===== config.mk =====
export PLATFORM = sky130hd
export DESIGN_NAME = return_address_stack_flat
export DESIGN_NICKNAME = d
export VERILOG_FILES = /design/src/rtl/return_address_stack_if.sv /design/src/rtl/return_address_stack.sv /design/src/flat_wrapper.sv
export SDC_FILE = /design/constraint.sdc
export NUM_CORES = 1
export LEC_CHECK = 0
export ABC_CLOCK_PERIOD_IN_PS = 9150
export CORE_ASPECT_RATIO = 0.7
export CORE_MARGIN = 3
export CORE_UTILIZATION = 35
export CTS_CLUSTER_SIZE = 16
export DETAILED_ROUTE_END_ITERATION = 8
export PLACE_DENSITY = 0.59
export SETUP_SLACK_MARGIN = 0.05
export SLEW_MARGIN = 10
export SYNTH_ARGS = -nofsm -noshare
export SYNTH_HDL_FRONTEND = slang
export SYNTH_SLANG_ARGS = --single-unit

===== constraint.sdc =====
create_clock -name clk -period 9.15 [get_ports clk]
set_clock_uncertainty 0.2 [all_clocks]
set_input_delay 1.3725 -clock clk [delete_from_list [all_inputs] [get_ports clk]]
set_output_delay 1.3725 -clock clk [all_outputs]
set_load 0.02 [all_outputs]

===== src/rtl/return_address_stack_if.sv =====
// Fetch-side and EX-side signals of the return address stack.
// Master drives fetch/recover inputs; slave is the RAS itself.
interface return_address_stack_if #(
   parameter int XLEN  = 32,
   parameter int PTR_W = 3,
   parameter int CNT_W = 4
);
   logic [XLEN-1:0]  pc;
   logic [XLEN-1:0]  instruction;
   logic             fetch_en;
   logic             ras_valid;
   logic [XLEN-1:0]  ras_target;
   logic [PTR_W-1:0] ckpt_tos;
   logic [CNT_W-1:0] ckpt_count;
   logic [XLEN-1:0]  ckpt_top;
   logic             recover_en;
   logic [PTR_W-1:0] recover_tos;
   logic [CNT_W-1:0] recover_count;
   logic [XLEN-1:0]  recover_top;

   modport master (
      output pc, instruction, fetch_en,
      output recover_en, recover_tos,
      output recover_count, recover_top,
      input  ras_valid, ras_target,
      input  ckpt_tos, ckpt_count, ckpt_top
   );

   modport slave (
      input  pc, instruction, fetch_en,
      input  recover_en, recover_tos,
      input  recover_count, recover_top,
      output ras_valid, ras_target,
      output ckpt_tos, ckpt_count, ckpt_top
   );
endinterface


===== src/rtl/return_address_stack.sv =====
// Speculative return address stack for IF with checkpoint recovery.
// Ports: clk, reset (sync, active-high), ras = slave side of the RAS bus.
module return_address_stack #(
   parameter int DEPTH = 8,
   parameter int PTR_W = $clog2(DEPTH),
   parameter int CNT_W = $clog2(DEPTH) + 1,
   parameter int XLEN  = 32
) (
   input  logic                  clk,
   input  logic                  reset,
   return_address_stack_if.slave ras
);

   typedef enum logic [6:0] {
      OP_JAL  = 7'b1101111,
      OP_JALR = 7'b1100111
   } opcode_e;

   typedef enum logic [1:0] {
      ACT_NONE,
      ACT_PUSH,
      ACT_POP,
      ACT_POPPUSH
   } action_e;

   logic [XLEN-1:0]  stack [DEPTH];
   logic [PTR_W-1:0] tos;
   logic [CNT_W-1:0] count;

   logic [4:0]       rd;
   logic [4:0]       rs1;
   logic             rd_link;
   logic             rs1_link;
   logic             is_jal;
   logic             is_jalr;
   action_e          action;

   logic [PTR_W-1:0] tos_inc;
   logic [PTR_W-1:0] tos_dec;
   logic [XLEN-1:0]  ret_addr;

   function automatic logic link(input logic [4:0] r);
      return (r == 5'd1) || (r == 5'd5);
   endfunction

   assign rd       = ras.instruction[11:7];
   assign rs1      = ras.instruction[19:15];
   assign rd_link  = link(rd);
   assign rs1_link = link(rs1);
   assign is_jal   = ras.instruction[6:0] == OP_JAL;
   assign is_jalr  = ras.instruction[6:0] == OP_JALR;

   always_comb begin
      action = ACT_NONE;
      unique case (1'b1)
         is_jal: begin
            if (rd_link)
               action = ACT_PUSH;
         end
         is_jalr: begin
            if (rd_link && rs1_link && rd != rs1)
               action = ACT_POPPUSH;
            else if (rd_link)
               action = ACT_PUSH;
            else if (rs1_link)
               action = ACT_POP;
         end
         default: action = ACT_NONE;
      endcase
   end

   // Pointer math wraps naturally at PTR_W bits (DEPTH is 2**PTR_W).
   assign tos_inc  = tos + PTR_W'(1);
   assign tos_dec  = tos - PTR_W'(1);
   assign ret_addr = ras.pc + XLEN'(4);

   always_ff @(posedge clk) begin
      if (reset) begin
         tos   <= '0;
         count <= '0;
         for (int i = 0; i < DEPTH; i++)
            stack[i] <= '0;
      end else if (ras.recover_en) begin
         // Only the top entry is repaired; deeper corruption is tolerated.
         tos                     <= ras.recover_tos;
         count                   <= ras.recover_count;
         stack[ras.recover_tos]  <= ras.recover_top;
      end else if (ras.fetch_en) begin
         unique case (action)
            ACT_PUSH: begin
               tos            <= tos_inc;
               stack[tos_inc] <= ret_addr;
               if (count != CNT_W'(DEPTH))
                  count <= count + CNT_W'(1);
            end
            ACT_POP: begin
               if (count != '0) begin
                  tos   <= tos_dec;
                  count <= count - CNT_W'(1);
               end
            end
            ACT_POPPUSH: begin
               stack[tos] <= ret_addr;
               if (count == '0)
                  count <= CNT_W'(1);
            end
            default: ;
         endcase
      end
   end

   assign ras.ras_valid  = count != '0;
   assign ras.ras_target = stack[tos];
   assign ras.ckpt_tos   = tos;
   assign ras.ckpt_count = count;
   assign ras.ckpt_top   = stack[tos];

endmodule


===== src/flat_wrapper.sv =====
// flat-port wrapper written by rule: the top's interface ports become plain ports
module return_address_stack_flat 
#(
   parameter int DEPTH = 8,
   parameter int PTR_W = $clog2(DEPTH),
   parameter int CNT_W = $clog2(DEPTH) + 1,
   parameter int XLEN  = 32
)
  (clk, reset, ras_pc, ras_instruction, ras_fetch_en, ras_recover_en, ras_recover_tos, ras_recover_count, ras_recover_top, ras_ras_valid, ras_ras_target, ras_ckpt_tos, ras_ckpt_count, ras_ckpt_top);
  return_address_stack_if #(.XLEN(XLEN), .PTR_W(PTR_W), .CNT_W(CNT_W)) ras_i ();
  input  logic clk;
  input  logic reset;
  input wire logic [$bits(ras_i.pc)-1:0] ras_pc;
  input wire logic [$bits(ras_i.instruction)-1:0] ras_instruction;
  input wire logic [$bits(ras_i.fetch_en)-1:0] ras_fetch_en;
  input wire logic [$bits(ras_i.recover_en)-1:0] ras_recover_en;
  input wire logic [$bits(ras_i.recover_tos)-1:0] ras_recover_tos;
  input wire logic [$bits(ras_i.recover_count)-1:0] ras_recover_count;
  input wire logic [$bits(ras_i.recover_top)-1:0] ras_recover_top;
  output wire logic [$bits(ras_i.ras_valid)-1:0] ras_ras_valid;
  output wire logic [$bits(ras_i.ras_target)-1:0] ras_ras_target;
  output wire logic [$bits(ras_i.ckpt_tos)-1:0] ras_ckpt_tos;
  output wire logic [$bits(ras_i.ckpt_count)-1:0] ras_ckpt_count;
  output wire logic [$bits(ras_i.ckpt_top)-1:0] ras_ckpt_top;
  assign ras_i.pc = ras_pc;
  assign ras_i.instruction = ras_instruction;
  assign ras_i.fetch_en = ras_fetch_en;
  assign ras_i.recover_en = ras_recover_en;
  assign ras_i.recover_tos = ras_recover_tos;
  assign ras_i.recover_count = ras_recover_count;
  assign ras_i.recover_top = ras_recover_top;
  assign ras_ras_valid = ras_i.ras_valid;
  assign ras_ras_target = ras_i.ras_target;
  assign ras_ckpt_tos = ras_i.ckpt_tos;
  assign ras_ckpt_count = ras_i.ckpt_count;
  assign ras_ckpt_top = ras_i.ckpt_top;
  return_address_stack #(.DEPTH(DEPTH), .PTR_W(PTR_W), .CNT_W(CNT_W), .XLEN(XLEN)) u_core (.clk(clk), .reset(reset), .ras(ras_i));
endmodule

# Word-level counts from Yosys, hierarchy flattened
# Memory sizes are Yosys's and may differ from the RTL's. A register that Yosys moved wholly into a read port is not among the register bits.
# Cells that the tools add are included.
# totals
reg_bits	7
inputBits	107
elab_cells	77
n_memories	1
mem_bits_rw	256
output_inout_bits	72
# op_classes
reduce_logical	14
add_sub_neg	5
n_eq_ne	14
muxes	41
# mem_list
name	depth	width	rd	rd_ports_with_merged_regs	write_ports	line	rtl
u_core.stack	8	32	1	1	8	return_address_stack.sv:26	logic [XLEN-1:0] stack [DEPTH];
# op_table
op	n
$mux 32	3
$reduce_or 32->1	3
$add 32x3->32 const B	1
$mux 3	8
$mux 4	5
$mux 1	19
$eq 7x7->1 const B	2
$pmux 4 s3	1
$eq 5x1->1 const B	2
$eq 5x3->1 const B	2
$reduce_bool 4->1	2
$mux 2	3
$ne 3x2->1 const B	2
$pmux 3 s2	1
$ne 5x5->1	1
$reduce_and 5->1	1
$add 4x1->4 const B	1
$eq 2x2->1 const B	2
$logic_not 4->1	1
$ne 4x4->1 const B	1
$pmux 2 s2	1
$sub 4x1->4 const B	1
$add 3x1->3 const B	1
$ne 3x3->1 const B	1
7 further kinds	9

# Logic depth before layout (Yosys ltp)
# depth
word_depth	15
ltp_mapped	11
ltp_nobuf	9

# Least setup slack after synthesis
# Ideal clock, no wire load.
# synth_path
kind	in2reg
from	input port ras_instruction[5]
to	memory u_core.stack[1][0], enable pin
path_stages	8
t_arrival_ns	5.224
path_slack_ns	3.260
path_buffers	3
setup_time_ns	0.466
t_required_ns	8.484
path_cell_list	and4_1 > buf_2 > and4_1 > buf_2 > a31oi_2 > o211ai_1 > clkbuf_1 > o21ai_0
# synth_rtl
element	line	rtl
from (decl)	flat_wrapper.sv:14	input wire logic [$bits(ras_i.instruction)-1:0] ras_instruction;
to (decl)	return_address_stack.sv:26	

==> out/metrics.cfg <==
[finish]
final_layout_size_suffix_gt1_frac = 0.160
syn2layout_area_growth_pct = 19.6
nets = 1366
n_fill_cell = 3688
insertedDiodeCount = 0
fin_util = 0.428

[synthesis]
syn_area_per_cell_um2 = 12.5
ys.flop_type = edfxtp_1
synth_top_family_by_area = compound AO/OA/AOI/OAI gates
synth_xor_area_frac = 0.00610
synth_top_area_cell = edfxtp_1
synth_top_area_frac = 0.535
syn_area_um2 = 14400
synth_fa_ha_area_frac = 0.00575
synthCells = 1149
synth_compound_area_frac = 0.166
yosys_warnings = 0
ys_ff_latch = 266
ys_seq_area_frac = 0.549
syn_nets = 1262
synth_edf_count = 256
synth-simple-area-share = 0.0912
yosysUniqueCellTypes = 76
synth_mux_area_frac = 0.136
ys_async_sr_fraction = 0
synth_area_leaders = edfxtp_1 (54%), mux4_2 (10%), a21oi_1 (3.4%), mux2_2 (2.9%), o21ai_0 (2.8%)

[sta]
timing.slew.headroom = 0.253
drv_slew = 0
finalSetupTns_ps = 0
finalSetupViolations = 0
hold_violations = 0
worstMarginPinSlew_ps = 1120
finalCriticalPeriod_ps = 5140
fin_ws_ps = 4010
fmax_mhz = 194
rsz0062_at_grt = false
whs_ps = 373
min_period_over_period = 0.562

[place]
io_buffers = 163
dp_slack_ps = 3620
gp_congestion = 0.822
dp_hpwl_um = 28500

[critical_path]
worst_ep_arrival_time_ps = 3570
slowest_delay_ps = 850
cp_cell_sequence = buf_4, mux4_2, mux2_2, clkdlybuf4s50_1
start_kind = flop
crit_type = reg2out
cp_slowest_cell = buf_4
crit_required_ps = 7580
cp_max_fo = 46
ff2ff_path_depth = 7
end_kind = primary output

[power]
peakVddDrop_uv = 110
p_leak_nw = 5.35
p_per_area_nw_per_um2 = 174
total_power_mw = 2.99

[floorplan]
dieArea_um2 = 43500
die_h_um = 175
io_pins = 179
fp.dieW_um = 248
std_cell_rows = 61
start_util = 0.358
core_um2 = 40100

[clock_tree]
ctsHoldBuffers = 0
cts_sinks = 266
clock_tree.root_cell = clkbuf_16
insertion_delay_ps = 550
cts_made_buffers = 26
max-clock-path-buffers = 3
cts_tree = built
cts_max_level = 1
cts_setup_buffers = 0
clk_pin_slew_ps = 60
ctsResizeCount = 0

[routing]
vias = 11200
drcViolationCount = 0
drtIter0Drc = 1621
via_per_inst = 6.17
avgRoutedWirePerCell_um = 26.7
first_pass_iters = 6
antenna_left = 0
wl_um = 48300

[run_status]
run_status = finished, final reports clean

[global_routing]
grt_pass1_wl_um = 71100
grt.total_usage = 0.220
grt_max_degree = 65
grt-ovfl-total = 0
grt_pass1_vias = 11000
antenna_found_initial = 0

[worst_hold_path]
whs_path_depth = 2
min_path_type = reg2reg

[job]
drv_cap = 0

[flip-flops by register name, summed over array words and instances, names as in the netlist, named ones only]
register and flops:
u_core.stack 256, u_core.ras.ckpt_count 4, u_core.ras.ckpt_tos 3
[final timing paths]
path                                 start                        to  slack, ps
hold reg to reg   u_core.ras.ckpt_count[3]  u_core.ras.ckpt_count[3]        370
hold / removal    u_core.ras.ckpt_count[3]  u_core.ras.ckpt_count[3]        370
setup / recovery                      flop          ras_ckpt_top[16]       4010
setup reg to reg    u_core.ras.ckpt_tos[0]       u_core.stack[0][14]       5500
[report_power, final]
group,switching (mW),internal (mW)
clock,0.478,0.577
combinational,0.282,0.221
sequential,0.0260,1.41
total,0.786,2.21
[kinds of logic (layout without fill, tap and decap cells)]
| kind of cell | count (synthesis) | after routing |
|---|---|---|
| flip-flops | 266 | 266 |
| buffers and inverters | 133 | 256 |
| adder cells (fa/ha/maj) | 6 | 6 |
| multiplexers | 111 | 111 |
| AO/OA/AOI/OAI | 369 | 369 |
| XOR/XNOR | 10 | 10 |
| AND/OR/NAND/NOR | 254 | 254 |
[Yosys cell counts (29+ instances only)]
master	instances
mux2_2	37
nand3_1	29
clkbuf_1	51
nand2_1	93
buf_4	33
o21ai_0	79
o22ai_1	31
edfxtp_1	256
a21oi_1	98
nor2_1	33
a22oi_1	52
mux4_2	64
[worst max-delay path: cells and delay by family (launching register included)]
family | cells | cell delay, ps
multiplexers | 2 | 960
flip-flops | 1 | 630
buffers and inverters | 2 | 1410
[cells in the final DEF, fill, tap and decap left out, types with 5 or more instances in the layout]
| master | n |
|---|---|
| edfxtp_1 | 256 |
| clkdlybuf4s50_1 | 163 |
| a21oi_1 | 98 |
| nand2_1 | 93 |
| o21ai_0 | 75 |
| mux4_2 | 64 |
| a22oi_1 | 52 |
| mux2_2 | 37 |
| nor2_1 | 32 |
| buf_4 | 32 |
| o22ai_1 | 31 |
| nand3_1 | 27 |
| clkbuf_16 | 26 |
| nand4_1 | 17 |
| o32ai_1 | 16 |
| a211oi_1 | 12 |
| inv_1 | 12 |
| o31ai_1 | 12 |
| mux2i_1 | 10 |
| nor3_1 | 10 |
| clkinv_1 | 9 |
| and2_1 | 9 |
| nor4_1 | 8 |
| or4_1 | 8 |
| dfxtp_1 | 7 |
| xnor2_1 | 6 |
| o21ai_1 | 6 |
| and4_1 | 5 |
| a311oi_1 | 5 |
| a31oi_1 | 5 |
| and3_1 | 5 |
| nor2b_1 | 5 |
| a31o_2 | 5 |
| a21boi_1 | 5 |
| a21boi_0 | 5 |
| ha_1 | 5 |
| clkbuf_1 | 5 |
[metal layers]
layer	share of wire	vias up	track usage
met4	0.024	0	0.0520
met1	0.41	5573	0.313
met2	0.46	679	0.345
met5	0	-	0
met3	0.10	76	0.0461
li1	-	4823	-
[stage by stage]
step / std cells / area (um^2)
6_report: 1807 / 17200
4_1_cts: 1807 / 17200
3_3_place_gp: 1760 / 16400
5_1_grt: 1807 / 17200
3_5_place_dp: 1760 / 16400
2_1_floorplan: 1149 / 14400
[area by class of cell]
cell class	count	area (um^2)	area share
clock buffers	31	669	0.0390
inverters	14	52.6	0.00306
repair buffers	195	1870	0.109
well taps	535	669	0.0390
multi-input cells	750	5880	0.342
clock inverters	16	134	0.00780
flip-flops and latches	266	7890	0.460
(Power assumes the default switching activity.)
